==> src/rtl/nmr_voter_seq_pkg.sv <==
// Shared constants and helpers for the NMR voter.
// Counter width, mask encoding and a clog2 helper.
package nmr_voter_seq_pkg;

  localparam int NMR_CNT_W = 4;

  // Fault mask encoding: a set bit means the replica is disabled.
  localparam logic MASK_DIS = 1'b1;

  function automatic int nmr_clog2(input int v);
    return (v <= 1) ? 1 : $clog2(v);
  endfunction

endpackage

==> src/rtl/nmr_voter_seq_if.sv <==
// Replica input bundle and voted/status outputs.
// The voter uses the slave modport; the driver uses master.
interface nmr_voter_seq_if #(
  parameter int WIDTH = 32,
  parameter int N     = 8
);
  import nmr_voter_seq_pkg::*;

  localparam int AW = nmr_clog2(N + 1);

  logic               in_valid;
  logic [N*WIDTH-1:0] in_data;
  logic               clear_faults;
  logic               out_valid;
  logic [WIDTH-1:0]   out_data;
  logic               out_tie;
  logic [N-1:0]       out_mismatch;
  logic [N-1:0]       fault_mask;
  logic [AW-1:0]      active_count;
  logic               no_quorum;

  modport master (
    output in_valid, in_data, clear_faults,
    input  out_valid, out_data, out_tie,
    input  out_mismatch, fault_mask,
    input  active_count, no_quorum
  );

  modport slave (
    input  in_valid, in_data, clear_faults,
    output out_valid, out_data, out_tie,
    output out_mismatch, fault_mask,
    output active_count, no_quorum
  );

endinterface

==> src/rtl/nmr_bit_vote.sv <==
// Single-bit majority over the enabled replicas.
// A tie resolves to 0; no tie is flagged with no voters.
module nmr_bit_vote
  import nmr_voter_seq_pkg::*;
#(
  parameter int N  = 8,
  parameter int AW = nmr_clog2(N + 1)
) (
  input  logic [N-1:0]  votes,
  input  logic [N-1:0]  mask,
  input  logic [AW-1:0] active_count,
  output logic          vote,
  output logic          tie
);

  localparam logic [AW:0] ONE = (AW+1)'(1);

  logic [AW:0]   ones;
  logic [AW+1:0] dbl;
  logic [AW+1:0] act;

  // Count enabled replicas voting 1.
  always_comb begin
    ones = '0;
    for (int i = 0; i < N; i++) begin
      if (votes[i] && (mask[i] != MASK_DIS))
        ones = ones + ONE;
    end
  end

  assign dbl  = {ones, 1'b0};
  assign act  = {2'b00, active_count};
  assign vote = dbl > act;
  assign tie  = (dbl == act) && (active_count != '0);

endmodule

==> src/rtl/nmr_voter_seq.sv <==
// Registered N-modular-redundant voter with per-replica
// fault counters, sticky fault mask and mass-disable guard.
module nmr_voter_seq
  import nmr_voter_seq_pkg::*;
#(
  parameter int WIDTH       = 32,
  parameter int N           = 8,
  parameter int FAULT_LIMIT = 2
) (
  input logic            clk,
  input logic            reset,
  nmr_voter_seq_if.slave bus
);

  localparam int AW = nmr_clog2(N + 1);

  typedef logic [NMR_CNT_W-1:0] cnt_t;

  localparam cnt_t          LIM   = NMR_CNT_W'(FAULT_LIMIT);
  localparam cnt_t          C_ONE = NMR_CNT_W'(1);
  localparam logic [AW-1:0] ACT_N = AW'(N);
  localparam logic [AW-1:0] A_ONE = AW'(1);
  localparam logic [AW-1:0] A_TWO = AW'(2);

  cnt_t          cnt_q [N];
  cnt_t          cnt_d [N];
  logic [N-1:0]  mask_q;
  logic [N-1:0]  mask_d;
  logic [N-1:0]  mask_try;
  logic [N-1:0]  mis;
  logic [AW-1:0] act_q;
  logic [AW-1:0] act_d;
  logic [AW-1:0] act_try;
  logic          nq_q;

  logic [WIDTH-1:0] vote_data;
  logic [WIDTH-1:0] tie_bits;
  logic             tie_any;
  logic             upd;

  logic             ov_q;
  logic [WIDTH-1:0] od_q;
  logic             ot_q;
  logic [N-1:0]     om_q;

  for (genvar b = 0; b < WIDTH; b++) begin : g_bit
    logic [N-1:0] col;

    // Gather bit b of every replica.
    always_comb begin
      col = '0;
      for (int i = 0; i < N; i++)
        col[i] = bus.in_data[i*WIDTH + b];
    end

    nmr_bit_vote #(
      .N (N),
      .AW(AW)
    ) u_vote (
      .votes       (col),
      .mask        (mask_q),
      .active_count(act_q),
      .vote        (vote_data[b]),
      .tie         (tie_bits[b])
    );
  end

  assign tie_any = |tie_bits;
  assign upd = bus.in_valid && !tie_any && !nq_q;

  // Enabled replicas whose word differs from the vote.
  always_comb begin
    mis = '0;
    for (int i = 0; i < N; i++) begin
      mis[i] = (mask_q[i] != MASK_DIS) &&
               (bus.in_data[i*WIDTH +: WIDTH] != vote_data);
    end
    if (nq_q)
      mis = '0;
  end

  // Counter/mask next state, guard and clear priority.
  always_comb begin
    mask_try = mask_q;
    mask_d   = mask_q;
    act_try  = '0;
    act_d    = '0;
    for (int i = 0; i < N; i++)
      cnt_d[i] = cnt_q[i];
    if (upd) begin
      for (int i = 0; i < N; i++) begin
        if (mask_q[i] != MASK_DIS) begin
          if (mis[i]) begin
            if (cnt_q[i] != LIM)
              cnt_d[i] = cnt_q[i] + C_ONE;
            if (cnt_d[i] == LIM)
              mask_try[i] = MASK_DIS;
          end else begin
            cnt_d[i] = '0;
          end
        end
      end
    end
    for (int i = 0; i < N; i++) begin
      if (mask_try[i] != MASK_DIS)
        act_try = act_try + A_ONE;
    end
    if (act_try >= A_TWO)
      mask_d = mask_try;
    for (int i = 0; i < N; i++) begin
      if (mask_d[i] != MASK_DIS)
        act_d = act_d + A_ONE;
    end
    if (bus.clear_faults) begin
      for (int i = 0; i < N; i++)
        cnt_d[i] = '0;
      mask_d = '0;
      act_d  = ACT_N;
    end
  end

  // Fault state registers.
  always_ff @(posedge clk or posedge reset) begin
    if (reset) begin
      for (int i = 0; i < N; i++)
        cnt_q[i] <= '0;
      mask_q <= '0;
      act_q  <= ACT_N;
      nq_q   <= 1'b0;
    end else begin
      for (int i = 0; i < N; i++)
        cnt_q[i] <= cnt_d[i];
      mask_q <= mask_d;
      act_q  <= act_d;
      nq_q   <= act_d < A_TWO;
    end
  end

  // Vote result registers, valid one cycle after input.
  always_ff @(posedge clk or posedge reset) begin
    if (reset) begin
      ov_q <= 1'b0;
      od_q <= '0;
      ot_q <= 1'b0;
      om_q <= '0;
    end else begin
      ov_q <= bus.in_valid;
      if (bus.in_valid) begin
        od_q <= vote_data;
        ot_q <= tie_any;
        om_q <= mis;
      end else begin
        od_q <= '0;
        ot_q <= 1'b0;
        om_q <= '0;
      end
    end
  end

  assign bus.out_valid    = ov_q;
  assign bus.out_data     = od_q;
  assign bus.out_tie      = ot_q;
  assign bus.out_mismatch = om_q;
  assign bus.fault_mask   = mask_q;
  assign bus.active_count = act_q;
  assign bus.no_quorum    = nq_q;

endmodule

==> src/flat_wrapper.sv <==
// flat-port wrapper written by rule: the top's interface ports become plain ports
module nmr_voter_seq_flat import nmr_voter_seq_pkg::*;
#(
  parameter int WIDTH       = 32,
  parameter int N           = 8,
  parameter int FAULT_LIMIT = 2
)
  (clk, reset, bus_in_valid, bus_in_data, bus_clear_faults, bus_out_valid, bus_out_data, bus_out_tie, bus_out_mismatch, bus_fault_mask, bus_active_count, bus_no_quorum);
  nmr_voter_seq_if #(.WIDTH(WIDTH), .N(N)) bus_i ();
  input logic clk;
  input logic reset;
  input wire logic [$bits(bus_i.in_valid)-1:0] bus_in_valid;
  input wire logic [$bits(bus_i.in_data)-1:0] bus_in_data;
  input wire logic [$bits(bus_i.clear_faults)-1:0] bus_clear_faults;
  output wire logic [$bits(bus_i.out_valid)-1:0] bus_out_valid;
  output wire logic [$bits(bus_i.out_data)-1:0] bus_out_data;
  output wire logic [$bits(bus_i.out_tie)-1:0] bus_out_tie;
  output wire logic [$bits(bus_i.out_mismatch)-1:0] bus_out_mismatch;
  output wire logic [$bits(bus_i.fault_mask)-1:0] bus_fault_mask;
  output wire logic [$bits(bus_i.active_count)-1:0] bus_active_count;
  output wire logic [$bits(bus_i.no_quorum)-1:0] bus_no_quorum;
  assign bus_i.in_valid = bus_in_valid;
  assign bus_i.in_data = bus_in_data;
  assign bus_i.clear_faults = bus_clear_faults;
  assign bus_out_valid = bus_i.out_valid;
  assign bus_out_data = bus_i.out_data;
  assign bus_out_tie = bus_i.out_tie;
  assign bus_out_mismatch = bus_i.out_mismatch;
  assign bus_fault_mask = bus_i.fault_mask;
  assign bus_active_count = bus_i.active_count;
  assign bus_no_quorum = bus_i.no_quorum;
  nmr_voter_seq #(.WIDTH(WIDTH), .N(N), .FAULT_LIMIT(FAULT_LIMIT)) u_core (.clk(clk), .reset(reset), .bus(bus_i));
endmodule
==> config.mk <==
export PLATFORM = sky130hd
export DESIGN_NAME = nmr_voter_seq_flat
export DESIGN_NICKNAME = d
export VERILOG_FILES = /design/src/rtl/nmr_voter_seq_pkg.sv /design/src/rtl/nmr_voter_seq_if.sv /design/src/rtl/nmr_bit_vote.sv /design/src/rtl/nmr_voter_seq.sv /design/src/flat_wrapper.sv
export SDC_FILE = /design/constraint.sdc
export NUM_CORES = 1
export LEC_CHECK = 0
export CAP_MARGIN = 20
export CORE_MARGIN = 1.5
export CORE_UTILIZATION = 60
export CTS_BUF_LIST = sky130_fd_sc_hd__clkbuf_4 sky130_fd_sc_hd__clkbuf_8 sky130_fd_sc_hd__clkbuf_16
export CTS_CLUSTER_SIZE = 28
export DETAILED_ROUTE_END_ITERATION = 10
export GPL_TIMING_DRIVEN = 0
export PLACE_DENSITY = 0.85
export SETUP_SLACK_MARGIN = 0.3
export SYNTH_ARGS = -nofsm -noshare
export SYNTH_HDL_FRONTEND = slang
export SYNTH_HIERARCHICAL = 1
export SYNTH_SLANG_ARGS = --single-unit
==> constraint.sdc <==
create_clock -name clk -period 18.7 [get_ports clk]
set_input_delay 3.74 -clock clk [delete_from_list [all_inputs] [get_ports clk]]
set_output_delay 3.74 -clock clk [all_outputs]
set_load 0.1 [all_outputs]
### Word level (Yosys, flattened, before mapping)

Index checks and enable logic that the tools add are counted.

| storage, ports and cells | value |
|---|---|
| output and inout port bits | 55 |
| bits in registers | 87 |
| logic and storage cells | 1032 |

| operators by class | value |
|---|---|
| equal/unequal tests | 64 |
| reduce and logical (&&, ||, !) cells | 311 |
| order comparisons | 34 |
| add/sub/neg operators | 246 |
| mux-type cells | 354 |
| bitwise logic cells | 8 |

Operators by type and width:

| operator | count |
|---|---|
| $add A5 B1 Y5 const B | 224 |
| $mux W5 | 224 |
| $logic_and A1 B1 Y1 | 298 |
| $ne A32 B32 Y1 | 8 |
| $mux W4 | 63 |
| $eq A6 B4 Y1 | 32 |
| $gt A6 B4 Y1 | 32 |
| $mux W32 | 3 |
| $add A4 B1 Y4 const B | 20 |
| $mux W1 | 59 |
| $mux W8 | 5 |
| $eq A4 B2 Y1 const B | 8 |
| $ne A4 B2 Y1 const B | 8 |
| $reduce_or A32 Y1 | 1 |
| $ne A2 B2 Y1 const B | 8 |
| $reduce_and A2 Y1 | 8 |
| $not A1 Y1 | 8 |
| $add A1 B1 Y2 const B | 2 |
| $ge A4 B2 Y1 const B | 1 |
| $lt A4 B2 Y1 const B | 1 |
| $reduce_bool A4 Y1 | 1 |
| $logic_not A1 Y1 | 2 |
| $reduce_bool A2 Y1 | 1 |

### Logic depth before layout (Yosys ltp)

| logic depth | value |
|---|---|
| word-level depth | 63 |
| mapped depth | 78 |
| depth with buffers taken out | 76 |

### Cells and area by module

Netlist, hierarchy kept.

By module, submodules not included:

| module | instances | area each (sq um) | seq. area each (sq um) | cells an instance |
|---|---|---|---|---|
| nmr_bit_vote (u_core.g_bit[0].u_vote ...) | 18 | 686.9 | 0.0 | 84 |
| nmr_bit_vote (u_core.g_bit[27].u_vote ...) | 13 | 760.7 | 0.0 | 91 |
| nmr_voter_seq | 1 | 8697.1 | 2178.3 | 1008 |
| nmr_bit_vote (u_core.g_bit[26].u_vote) | 1 | 720.7 | 0.0 | 85 |

### Least setup slack after synthesis

Ideal clock, no wire load.

| timing path | value |
|---|---|
| path type | input to register |
| start point | in bus_in_data[17] |
| end point | reg u_core.nq_q (netlist: u_core/bus.no_quorum) |
| required time | 18.614 ns |
| cell stages on the path | 75 |
| library setup time | 0.086 ns |
| slack | 2.270 ns |
| arrival | 16.344 ns |
| buffers on the path | 3 |
| path through | nor2b_1 > ha_1 > xor2_1 > ha_1 > nand2_1 > nand2_1 > ha_1 > and3b_1 > a31oi_1 > nand2_1 > ha_1 > nand2_1 > nand2_1 > ha_1 > a221oi_1 > inv_1 > ha_1 > nand2_1 > (+39 left out) > ha_1 > clkbuf_1 > xnor2_1 > ha_1 > xnor3_1 > a2bb2oi_1 > nand2_1 > ha_1 > xnor2_1 > nand2_1 > nand2_1 > inv_1 > ha_1 > nand2_1 > xor2_1 > xnor2_1 > nand2b_1 > nor3_1 |

| on the way | value |
|---|---|
| word-level cells in the longest chain between the ends | 57 |
| elaborated cells on any way between the ends | 91 |
| those cells by class | 21 x add/sub; 3 x order compare; 9 x eq/ne; 44 x mux; 14 x reduce/logical |

Ends and longest elaborated chain:

| item | line | text |
|---|---|---|
| start: declaration | flat_wrapper.sv:13 | `input wire logic [$bits(bus_i.in_data)-1:0] bus_in_data;` |
| $logic_and A1 B1 Y1 (*) | nmr_bit_vote.sv:26 | `if (votes[i] && (mask[i] != MASK_DIS))` |
| $mux W1 (*) | nmr_bit_vote.sv:26 |  |
| $add A5 B1 Y5 | nmr_bit_vote.sv:27 | `ones = ones + ONE;` |
| $mux W5 (*) | nmr_bit_vote.sv:26 |  |
| $add A5 B1 Y5 | nmr_bit_vote.sv:27 |  |
| $mux W5 (*) | nmr_bit_vote.sv:26 |  |
| $add A5 B1 Y5 | nmr_bit_vote.sv:27 |  |
| $mux W5 (*) | nmr_bit_vote.sv:26 |  |
| (+9 left out) | - |  |
| net u_core.vote_data[17] | nmr_voter_seq.sv:36 | `logic [WIDTH-1:0] vote_data;` |
| (+32 left out) | - |  |
| $add A4 B1 Y4 | nmr_voter_seq.sv:112 | `act_d = act_d + A_ONE;` |
| $mux W4 | nmr_voter_seq.sv:111 | `if (mask_d[i] != MASK_DIS)` |
| $add A4 B1 Y4 | nmr_voter_seq.sv:112 |  |
| $mux W4 | nmr_voter_seq.sv:111 |  |
| $add A4 B1 Y4 | nmr_voter_seq.sv:112 |  |
| $mux W4 (*) | nmr_voter_seq.sv:111 |  |
| $mux W4 (*) | nmr_voter_seq.sv:114 | `if (bus.clear_faults) begin` |
| $lt A4 B2 Y1 (*) | nmr_voter_seq.sv:135 | `nq_q <= act_d < A_TWO;` |
| end signal: assignment | nmr_voter_seq.sv:135 |  |
| end: declaration | nmr_voter_seq.sv:34 | `logic nq_q;` |

Mark *: on every way through the listed nets, which the timed path passes. The rest lies on a longest branch.
A chain may end at the register's enable or synchronous reset.

### Worst setup path after layout

| timing path | value |
|---|---|
| start point | in bus_in_data[0] |
| end point | reg u_core.nq_q (netlist: u_core/bus.no_quorum) |

Same word-level chain as after synthesis.

==> flow_metrics.tcl <==
set metrics [dict create \
    cts_hold_buffers 0 \
    firstDrtPassIters 6 \
    crit_family "adder cells" \
    worst_hold_slack_ns 0.532 \
    arrival_ns 18.27 \
    yosys_warnings 6 \
    first_global_vias 28400 \
    min_from "u_core/cnt_q[31]" \
    timing_hold_violations_final 0 \
    synth_seq_area_share_pct 6.88 \
    worst_ir_drop_vdd_uv 117 \
    synth_commonest_cells "362 x nand2_1, 351 x ha_1, 303 x xor2_1" \
    fillers 4099 \
    numCtsBuffers 9 \
    cp.depth 75 \
    critical_path_required_ns 19.01 \
    p_leak_nw 16.3 \
    crit_path_top_delay_cell "nor4_4" \
    clock_latency_ns 0.40 \
    clockBufferDepth 2 \
    portBuffers 314 \
    status "completed" \
    via_per_inst 6.40 \
    num_rows 84 \
    drc 0 \
    synth_fp_nets 4399 \
    finClkSkew_ns 0.0208 \
    grt_usage_pct 39.1 \
    clock_sinks 87 \
    place_inst 4802 \
    synthCells 3788 \
    min_to "u_core/cnt_q[31]" \
    finalCritPeriodShare_pct 96.1 \
    rsz0062_at_grt "no" \
    drv_cap 0 \
    drt-total-wl_um 110000 \
    dp_hpwl_um 86900 \
    synthArstFlopShare_pct 100 \
    grt_remaining_overflow 0 \
    core_mm2 0.0523 \
    h-tree-depth 3 \
    slew_headroom_pct 16.5 \
    finalSetupViolations 0 \
    syn2layout_area_growth_pct 16.5 \
    power_switching_mw 2.38 \
    comb_power_share_pct 87.9 \
    worstMarginPinSlew_ns 1.25 \
    synth_top_cell_by_area "ha_1" \
    die-width_um 233 \
    regArea_mm2 0.00220 \
    reg2regPathDepth 75 \
    crit_buf_inv 9 \
    intPower_mw 1.63 \
    r2r_start "u_core/bus.fault_mask[2]" \
    grt_max_degree 75 \
    dieHeight_um 233 \
    post_drt_wl_per_cell_um 22.9 \
    hold_path.class "register to register" \
    antenna_left 0 \
    rr_endpoint "u_core/bus.no_quorum" \
    fin_tns_setup_ns 0 \
    r2r_slack_ns 3.56 \
    synth_edf_count 0 \
    max_freq_ghz 0.0557 \
    place_congestion 1.05 \
    ys_seq_elements 87 \
    max_stage_delay_ns 0.50 \
    vias 30900 \
    fp.dieArea_mm2 0.0542 \
    root_buffer "clkbuf_16" \
    slew_viol_final 0 \
    crit_top_cell "ha_1" \
    grt_pass1_wl_um 162000 \
    crit_type "input pin to register" \
    synth_cell_types 99 \
    stdcell_count 4830 \
    start_util_pct 60.5 \
    cts_tree "done" \
    ios 315 \
    yosysMostFrequentCell "nand2_1" \
    endpoint_kind "register" \
    pwr-share-seq_pct 6.3 \
    crit_fanout 10 \
    synthesis.area_mm2 0.0317 \
    power_density_mw_per_mm2 109 \
    avgSynthCellArea_um2 8.36 \
    clk_pin_slew_ns 0.07 \
    yosysTopAreaCellShare_pct 13.9 \
    drt_iter0_markers 3248 \
    drive_above_1_share_pct 10.1 \
    switching_share_pct 59.3 \
    multi_input_area_mm2 0.0283 \
    fin_crit_ns 17.96 \
    antenna_found_initial 14 \
    clkPwrFrac_pct 5.8 \
    min_path_cells 1 \
    synth_area_leaders "ha_1 14%, xor2_1 8.4%, xnor2_1 7.2%, dfrtp_1 6.8%, nor2b_1 4.3%" \
    synthFlopType "dfrtp_1" \
    critPathLaunchType "input pin" \
    final_nets 4743 \
]
[flip-flops by register name (all words and copies together), names as in the netlist]
register                 count
u_core/cnt_q                32
u_core/bus.out_valid         1
u_core/bus.out_data         32
u_core/bus.out_mismatch      8
u_core/bus.fault_mask        8
u_core/bus.active_count      4
u_core/bus.out_tie           1
u_core/bus.no_quorum         1
[placed cells by master (no fill, tap or decap), types with 26 or more instances in the layout]
cell type,Yosys,layout
clkdlybuf4s50_1,0,307
nor3_1,53,52
o21a_1,32,32
and2_1,50,50
xor2_1,303,303
nand4_1,37,37
o311ai_0,31,31
nand2_1,362,359
xnor2_4,47,49
ha_1,351,350
xnor2_1,261,254
mux2i_1,48,48
nand3b_1,131,131
nor2_1,142,141
o31ai_1,33,33
nor4_1,81,73
nand2b_1,113,113
xnor3_2,33,33
nor2b_1,218,212
clkbuf_1,35,32
o211ai_1,39,39
xnor3_1,35,35
and2b_1,39,39
dfrtp_1,86,75
a31oi_1,71,68
nand4b_1,69,69
o21ai_0,123,117
a21oi_1,82,81
nand3_1,51,51
inv_1,250,249
buf_6,26,26
xnor2_2,33,38
[per-stage QoR]
step	util [%]	worst slack (ns)	total power, mW	cell area (µm²)
3_5_place_dp	68.7	-0.827	3.54	36000
5_1_grt	70.5	0.174	4.18	36900
6_report	70.5	0.738	4.01	36900
4_1_cts	69.4	0.308	3.80	36300
3_3_place_gp	68.2	-0.693	3.48	35700
2_1_floorplan	-	2.27	2.53	31700
[layer usage]
layer / global-route usage (%) / up-vias / routed length, µm
met5: 0 / - / 104
met4: 24.4 / 16 / 7810
met3: 9.23 / 371 / 12000
met2: 60.6 / 1651 / 47800
met1: 48.7 / 14600 / 42800
li1: - / 14300 / -
[layout make-up]
class	count	area share (%)
multi-input cells	3325	76.7
repair buffers	333	9.46
flip-flops and latches	87	5.96
inverters	268	2.74
well taps	688	2.33
plain buffers	108	1.82
clock buffers	10	0.631
clock inverters	6	0.271
diodes	5	0.0339
[power groups by stage]
stage          registers, mW  clock network (mW)  logic [mW]
2_1_floorplan          0.503                   0        2.02
4_1_cts                0.252               0.232        3.31
3_3_place_gp           0.257                   0        3.22
6_report               0.252               0.232        3.53
3_5_place_dp           0.254                   0        3.29
5_1_grt                0.255               0.237        3.68
[worst register-to-register path: cells and delay by family (launching register included)]
family | cells | cell delay (ns)
flops | 1 | 1.00
fa+ha+maj | 15 | 4.20
mux | 1 | 0.11
simple gates | 25 | 3.52
buf+inv | 10 | 1.50
compound gates | 16 | 2.97
xor+xnor | 8 | 1.78
[worst max path at each step]
stage	start	end
2_1_floorplan	bus_in_data[17]	u_core/bus.no_quorum
3_3_place_gp	bus_in_data[20]	u_core/bus.no_quorum
3_5_place_dp	bus_in_data[20]	u_core/bus.no_quorum
4_1_cts	bus_in_data[12]	u_core/bus.no_quorum
5_1_grt	bus_in_data[0]	u_core/bus.no_quorum
6_report	bus_in_data[0]	u_core/bus.no_quorum
[cells by family after synthesis]
group                    count (synthesis)  share of synthesized area [%]
AO/OA/AOI/OAI                          634                           14.2
XOR/XNOR                               714                           26.5
adder cells (fa/ha/maj)                364                           14.3
buffers and inverters                  376                           5.27
flip-flops                              87                           6.88
multiplexers                            65                           2.13
AND/OR/NAND/NOR                       1548                           30.8
[what timing repair did]
item	CTS	global route
pin swaps	0	12
gates resized for setup	12	86
setup buffers	0	7
setup endpoints to repair	4	4
(Power assumes the default switching activity.)
